==> config.mk <==
export PLATFORM = sky130hd
export DESIGN_NAME = cla_chain_sequencer_flat
export DESIGN_NICKNAME = d
export VERILOG_FILES = /design/src/rtl/cla_chain_sequencer_if.sv /design/src/rtl/cla_chain_sequencer.sv /design/src/flat_wrapper.sv
export SDC_FILE = /design/constraint.sdc
export NUM_CORES = 1
export LEC_CHECK = 0
export CELL_PAD_IN_SITES_DETAIL_PLACEMENT = 1
export CELL_PAD_IN_SITES_GLOBAL_PLACEMENT = 2
export CORE_MARGIN = 2
export CORE_UTILIZATION = 20
export DETAILED_ROUTE_END_ITERATION = 8
export MAX_ROUTING_LAYER = met4
export PLACE_DENSITY = 0.8
export SETUP_SLACK_MARGIN = 0.4
export SKIP_CTS_REPAIR_TIMING = 1
export SLEW_MARGIN = 30
export SYNTH_ARGS = -nofsm -noshare
export SYNTH_HDL_FRONTEND = slang
export SYNTH_SLANG_ARGS = --single-unit
==> constraint.sdc <==
create_clock -name clk -period 1.3 [get_ports clk]
set_input_delay 0.26 -clock clk [delete_from_list [all_inputs] [get_ports clk]]
set_output_delay 0.26 -clock clk [all_outputs]
set_load 0.02 [all_outputs]
==> src/rtl/cla_chain_sequencer_if.sv <==
// Bundle between the chain sequencer, its host and the external
// carry_look_ahead adder. The slave side is the sequencer itself.
interface cla_chain_sequencer_if #(
  parameter int WIDTH = 7
);
  // host -> sequencer
  logic             start;
  logic             carry_in;
  logic             abort;
  logic             in_valid;
  logic [WIDTH-1:0] a_in;
  logic [WIDTH-1:0] b_in;
  logic             in_last;
  // sequencer -> host
  logic             in_ready;
  logic [WIDTH-1:0] s_out;
  logic             s_valid;
  logic             c_out;
  logic             done;
  logic             busy;
  // sequencer <-> carry_look_ahead
  logic [WIDTH-1:0] cla_a;
  logic [WIDTH-1:0] cla_b;
  logic             cla_y;
  logic [WIDTH-1:0] cla_s;
  logic             cla_c;

  modport slave (
    input  start, carry_in, abort, in_valid, a_in, b_in, in_last, cla_s, cla_c,
    output in_ready, s_out, s_valid, c_out, done, busy, cla_a, cla_b, cla_y
  );

  modport master (
    output start, carry_in, abort, in_valid, a_in, b_in, in_last, cla_s, cla_c,
    input  in_ready, s_out, s_valid, c_out, done, busy, cla_a, cla_b, cla_y
  );
endinterface

==> src/rtl/cla_chain_sequencer.sv <==
// Multi-word adder sequencer: feeds one operand word pair per two cycles
// to an external carry_look_ahead block, chaining its carry-out back into
// its carry-in, and streams out the sum words plus the final carry.
module cla_chain_sequencer #(
  parameter int WIDTH     = 7,
  parameter int MAX_WORDS = 4
) (
  input  logic                   clk,
  input  logic                   rst_n,
  cla_chain_sequencer_if.slave   bus
);
  typedef enum logic [1:0] {IDLE, WAIT_IN, EXEC, FINISH} state_t;

  // 4-bit count covers MAX_WORDS up to 15, so it can never wrap
  localparam logic [3:0] MAXW = 4'(MAX_WORDS);

  state_t           state, state_nx;
  logic [3:0]       cnt;
  logic             last_q;
  logic             carry_q;
  logic [WIDTH-1:0] a_q, b_q, s_q;
  logic             s_vld_q, c_q;
  logic             end_chain;

  // word at the count limit closes the chain even without in_last
  assign end_chain = last_q || (cnt == MAXW);

  // state register
  always_ff @(posedge clk) begin
    if (!rst_n) state <= IDLE;
    else        state <= state_nx;
  end

  // next state and handshake outputs; abort overrides everything when busy
  always_comb begin
    state_nx    = state;
    bus.in_ready = 1'b0;
    bus.done     = 1'b0;
    bus.busy     = (state != IDLE);
    case (state)
      IDLE:    if (bus.start && !bus.abort) state_nx = WAIT_IN;
      WAIT_IN: begin
        bus.in_ready = !bus.abort;
        if (bus.abort)         state_nx = IDLE;
        else if (bus.in_valid) state_nx = EXEC;
      end
      EXEC:    begin
        if (bus.abort)      state_nx = IDLE;
        else if (end_chain) state_nx = FINISH;
        else                state_nx = WAIT_IN;
      end
      FINISH:  begin
        bus.done = !bus.abort;
        state_nx = IDLE;
      end
      default: state_nx = IDLE;
    endcase
  end

  // datapath: operand capture, result capture and chain carry
  always_ff @(posedge clk) begin
    if (!rst_n) begin
      cnt     <= '0;
      last_q  <= 1'b0;
      carry_q <= 1'b0;
      a_q     <= '0;
      b_q     <= '0;
      s_q     <= '0;
      s_vld_q <= 1'b0;
      c_q     <= 1'b0;
    end else begin
      s_vld_q <= 1'b0;
      case (state)
        IDLE: if (bus.start && !bus.abort) begin
          carry_q <= bus.carry_in;
          cnt     <= '0;
        end
        WAIT_IN: if (bus.in_valid && !bus.abort) begin
          a_q    <= bus.a_in;
          b_q    <= bus.b_in;
          last_q <= bus.in_last;
          cnt    <= cnt + 4'd1;
        end
        EXEC: if (!bus.abort) begin
          s_q     <= bus.cla_s;
          s_vld_q <= 1'b1;
          carry_q <= bus.cla_c;
          // c_out is loaded on the way into FINISH so it is valid with done
          if (end_chain) c_q <= bus.cla_c;
        end
        default: ;
      endcase
    end
  end

  assign bus.cla_a   = a_q;
  assign bus.cla_b   = b_q;
  assign bus.cla_y   = carry_q;
  assign bus.s_out   = s_q;
  assign bus.s_valid = s_vld_q;
  assign bus.c_out   = c_q;
endmodule

==> src/flat_wrapper.sv <==
// flat-port wrapper written by rule: the top's interface ports become plain ports
module cla_chain_sequencer_flat 
#(
  parameter int WIDTH     = 7,
  parameter int MAX_WORDS = 4
)
  (clk, rst_n, bus_start, bus_carry_in, bus_abort, bus_in_valid, bus_a_in, bus_b_in, bus_in_last, bus_cla_s, bus_cla_c, bus_in_ready, bus_s_out, bus_s_valid, bus_c_out, bus_done, bus_busy, bus_cla_a, bus_cla_b, bus_cla_y);
  cla_chain_sequencer_if #(.WIDTH(WIDTH)) bus_i ();
  input  logic clk;
  input  logic rst_n;
  input wire logic [$bits(bus_i.start)-1:0] bus_start;
  input wire logic [$bits(bus_i.carry_in)-1:0] bus_carry_in;
  input wire logic [$bits(bus_i.abort)-1:0] bus_abort;
  input wire logic [$bits(bus_i.in_valid)-1:0] bus_in_valid;
  input wire logic [$bits(bus_i.a_in)-1:0] bus_a_in;
  input wire logic [$bits(bus_i.b_in)-1:0] bus_b_in;
  input wire logic [$bits(bus_i.in_last)-1:0] bus_in_last;
  input wire logic [$bits(bus_i.cla_s)-1:0] bus_cla_s;
  input wire logic [$bits(bus_i.cla_c)-1:0] bus_cla_c;
  output wire logic [$bits(bus_i.in_ready)-1:0] bus_in_ready;
  output wire logic [$bits(bus_i.s_out)-1:0] bus_s_out;
  output wire logic [$bits(bus_i.s_valid)-1:0] bus_s_valid;
  output wire logic [$bits(bus_i.c_out)-1:0] bus_c_out;
  output wire logic [$bits(bus_i.done)-1:0] bus_done;
  output wire logic [$bits(bus_i.busy)-1:0] bus_busy;
  output wire logic [$bits(bus_i.cla_a)-1:0] bus_cla_a;
  output wire logic [$bits(bus_i.cla_b)-1:0] bus_cla_b;
  output wire logic [$bits(bus_i.cla_y)-1:0] bus_cla_y;
  assign bus_i.start = bus_start;
  assign bus_i.carry_in = bus_carry_in;
  assign bus_i.abort = bus_abort;
  assign bus_i.in_valid = bus_in_valid;
  assign bus_i.a_in = bus_a_in;
  assign bus_i.b_in = bus_b_in;
  assign bus_i.in_last = bus_in_last;
  assign bus_i.cla_s = bus_cla_s;
  assign bus_i.cla_c = bus_cla_c;
  assign bus_in_ready = bus_i.in_ready;
  assign bus_s_out = bus_i.s_out;
  assign bus_s_valid = bus_i.s_valid;
  assign bus_c_out = bus_i.c_out;
  assign bus_done = bus_i.done;
  assign bus_busy = bus_i.busy;
  assign bus_cla_a = bus_i.cla_a;
  assign bus_cla_b = bus_i.cla_b;
  assign bus_cla_y = bus_i.cla_y;
  cla_chain_sequencer #(.WIDTH(WIDTH), .MAX_WORDS(MAX_WORDS)) u_core (.clk(clk), .rst_n(rst_n), .bus(bus_i));
endmodule
==> impl_metrics.csv <==
group,metric,value,unit
worst_setup_path,reg2reg_slack,-0.12,ns
synth,yosysUniqueCellTypes,30,
placement,port_buffers,55,
die,dieArea,6860,µm²
synth,yosys.area_share.simple,24.0,%
die,die_h,82.9,µm
worst_setup_path,crit_family,"buffers and inverters",
grt,antenna_found_initial,0,
die,pin_count,56,
synth,synthXorXnorAreaFrac,0,%
synth,synth_top_area_cell,"dfxtp_1",
power_and_ir_drop,power.leakage,0.932,nW
grt,grt_use_total,10.8,%
grt,grt_max_degree,20,
synth,synth_area_leaders,"dfxtp_1, nand2_1, a21oi_1",
sta,max_freq,704,MHz
sta,setup-violations-final,21,
synth,syn_area,1240,µm²
synth,yosysSeqAreaShare,49.9,%
die,core_area,5960,µm²
finish,layout-drive-gt1-share,45.9,%
sta,period_minus_slack,1.42,ns
placement,routabilityCongestion,0.814,
synth,synthCells,143,
sta,relSlewSlack,81.8,%
synth,synth_compound_area_share,11.8,%
synth,synth-edff-count,0,
cts,clock-sinks,31,
worst_setup_path,slowest_stage,"dfxtp_2",
grt,grt_pass1_wl,5900,µm
worst_setup_path,path_max_fanout,6,
die,rows,28,
synth,yosysWarningCount,0,
sta,setup_ws,-0.121,ns
synth,synth-seq-cells,31,
cts,ctsHtreeMaxLevel,2,
job,max-cap-violations,0,
sta,fin_crit_sh,109,%
placement,dp_slack,-0.635,ns
worst_setup_path,cp.required,1.50,ns
worst_setup_path,cpPeakStageDelay,0.34,ns
grt,grt.overflow.total,0,
synth,synth_nets,174,
drt,drc_errors,0,
sta,maxSlewViolCount,0,
power_and_ir_drop,finalPower,0.00206,W
drt,drt_iter0_drc,14,
worst_setup_path,rr_endpoint,"u_core.bus.cla_a[5]$_SDFFE_PN0P_",
cts,clock-root-buffer,"clkbuf_8",
worst_hold_path,holdPathEnd,"u_core.bus.cla_a[2]$_SDFFE_PN0P_",
drt,wl_per_cell,12.7,µm
synth,syn_area_per_cell,8.70,µm²
cts,clk_pin_slew,0.07,ns
synth,yosys.area.top_type_share,49.9,%
worst_setup_path,reg2reg_depth,7,
synth,async_reset_ff_share,0,%
die,die_w,82.9,µm
power_and_ir_drop,powerDensity,886,nW/µm²
finish,areaGrowthSynthToFinish,86.7,%
placement,dpl.hpwl,2680,µm
worst_setup_path,crit_type,"reg2reg",
worst_hold_path,hp-class,"reg2reg",
synth,synthAdderAreaFrac,2.01,%
cts,clockBufferDepth,2,
sta,tightest_slew,0.272,ns
drt,vias_per_cell,4.19,
drt,antenna_left,0,
worst_setup_path,crit_buf_inv,4,
sta,whs,0.457,ns
drt,routed_wl,3770,µm
worst_hold_path,worstHoldStart,"u_core.bus.cla_a[2]$_SDFFE_PN0P_",
cts,cts-buffers-inserted,5,
finish,antenna_cells,0,
drt,vias,1244,
cts,cts_tree,"built",
die,initial_core_util,20.9,%
worst_setup_path,crit_chain,"buf_6 -> buf_6 -> nor4bb_4 -> buf_6 -> clkbuf_16 -> nand2_1 -> a21oi_1",
sta,grt_setup_unrepaired,"yes",
worst_setup_path,critPathLaunchType,"flip-flop",
power_and_ir_drop,vdd_drop_max,0.000511,V
synth,synth_top_family_by_area,"simple AND/OR/NAND/NOR gates",
grt,grt_pass1_vias,1249,
worst_hold_path,whs_path_depth,2,
outcome,outcome,"complete, but fails checks",
synth,synth.area.mux_share,7.24,%
finish,final_nets,252,
synth,synthFlopType,"dfxtp_1",
drt,drt-pass1-iter-count,2,
worst_setup_path,worstPathArrival,1.62,ns
sta,hold_viol,0,
sta,clock_skew,0.00532,ns
worst_setup_path,r2r-start,"u_core.state[1]$_SDFFE_PN0P_",
cts,clk_latency,0.27,ns
worst_setup_path,crit_path_end_kind,"flip-flop",
worst_setup_path,cpMostUsedCell,"buf_6",
outcome,failed_checks,"negative setup slack",
==> layer usage <==
layer | routed length (µm) | vias to the layer above | global-route usage [%]
met1 | 1600 | 578 | 12.7
met4 | 15 | 0 | 3.13
met3 | 220 | 2 | 3.48
met5 | 0 | - | -
met2 | 1930 | 32 | 17.7
li1 | - | 632 | -
==> Yosys cell counts (all sizes together), types with 2 or more instances <==
cell type   n
nand2      36
dfxtp      31
a21oi      19
mux2i       9
nor2        8
buf         7
inv         5
nand3       3
nor3b       3
a211oi      2
and3b       2
ha          2
nand2b      2
o21ai       2
==> per-stage QoR <==
stage	util, %	instance area (µm²)	cells	TNS [ns]
floorplan	-	1280	143	-0.0138
global placement	33.9	2020	281	-14.53
detailed placement	33.9	2020	281	-15.59
CTS	35.6	2120	289	-11.55
global route	39.0	2320	297	-4.15
finish	39.0	2320	297	-1.94
==> sequential cells by signal, indices dropped and copies added (netlist names) <==
signal	flops
u_core.bus.cla_a	7
u_core.bus.cla_b	7
u_core.bus.s_out	7
u_core.cnt	4
u_core.state	2
u_core.bus.c_out	1
u_core.bus.cla_y	1
u_core.bus.s_valid	1
u_core.last_q	1
==> power breakdown <==
part / total, W / internal, W / leakage (nW) / switching [W]
clock: 0.000830 / 0.000483 / 0.0515 / 0.000347
sequential: 0.000974 / 0.000964 / 0.264 / 0.0000101
combinational: 0.000253 / 0.000159 / 0.617 / 0.0000946
total: 0.00206 / 0.00161 / 0.932 / 0.000452
==> final cells by class <==
class	instances	area, µm²
Sequential cell	31	654
Fill cell	690	3630
Clock buffer	8	100
Inverter	5	18.8
Tap cell	75	93.8
Multi-Input combinational cell	99	616
Timing Repair Buffer	79	840
==> worst register-to-register path: cells and delay by family, from the launching register on <==
kind	cells	cell delay (ns)
simple gates	2	0.33
buf+inv	4	0.56
flops	1	0.34
compound gates	1	0.11
==> worst max-delay path by stage <==
stage / slack [ns] / cells past startpoint / endpoint / startpoint
5_1_grt: -0.20 / 7 / u_core.bus.cla_b[4]$_SDFFE_PN0P_ / u_core.state[1]$_SDFFE_PN0P_
3_3_place_gp: -0.58 / 5 / u_core.bus.cla_y$_SDFFE_PN0P_ / bus_abort
3_5_place_dp: -0.64 / 3 / bus_in_ready / bus_abort
6_report: -0.12 / 7 / u_core.bus.cla_a[5]$_SDFFE_PN0P_ / u_core.state[1]$_SDFFE_PN0P_
4_1_cts: -0.63 / 3 / bus_in_ready / bus_abort
2_1_floorplan: -0.009 / 4 / u_core.bus.cla_y$_SDFFE_PN0P_ / u_core.state[1]$_SDFFE_PN0P_
==> kinds of logic after synthesis <==
family,after synthesis
multiplexers,9
adder cells (fa/ha/maj),2
buffers and inverters,13
AND/OR/NAND/NOR,62
flip-flops,31
AO/OA/AOI/OAI,26
==> layout by cell type, fill, tap and decap left out, types with 2 or more instances in the layout <==
master and n:
clkbuf_16 2, nor3b_2 2, buf_6 31, nand3_1 3, dfxtp_1 4, clkdlybuf4s50_1 27, buf_12 2, buf_4 15
mux2i_1 9, nand2_1 35, nor2_1 8, and3b_1 2, a21oi_2 5, a21oi_1 14, clkbuf_8 7, nand2b_1 2
inv_2 3, dfxtp_2 27, inv_1 2
Power figures use the tool's default switching activity.
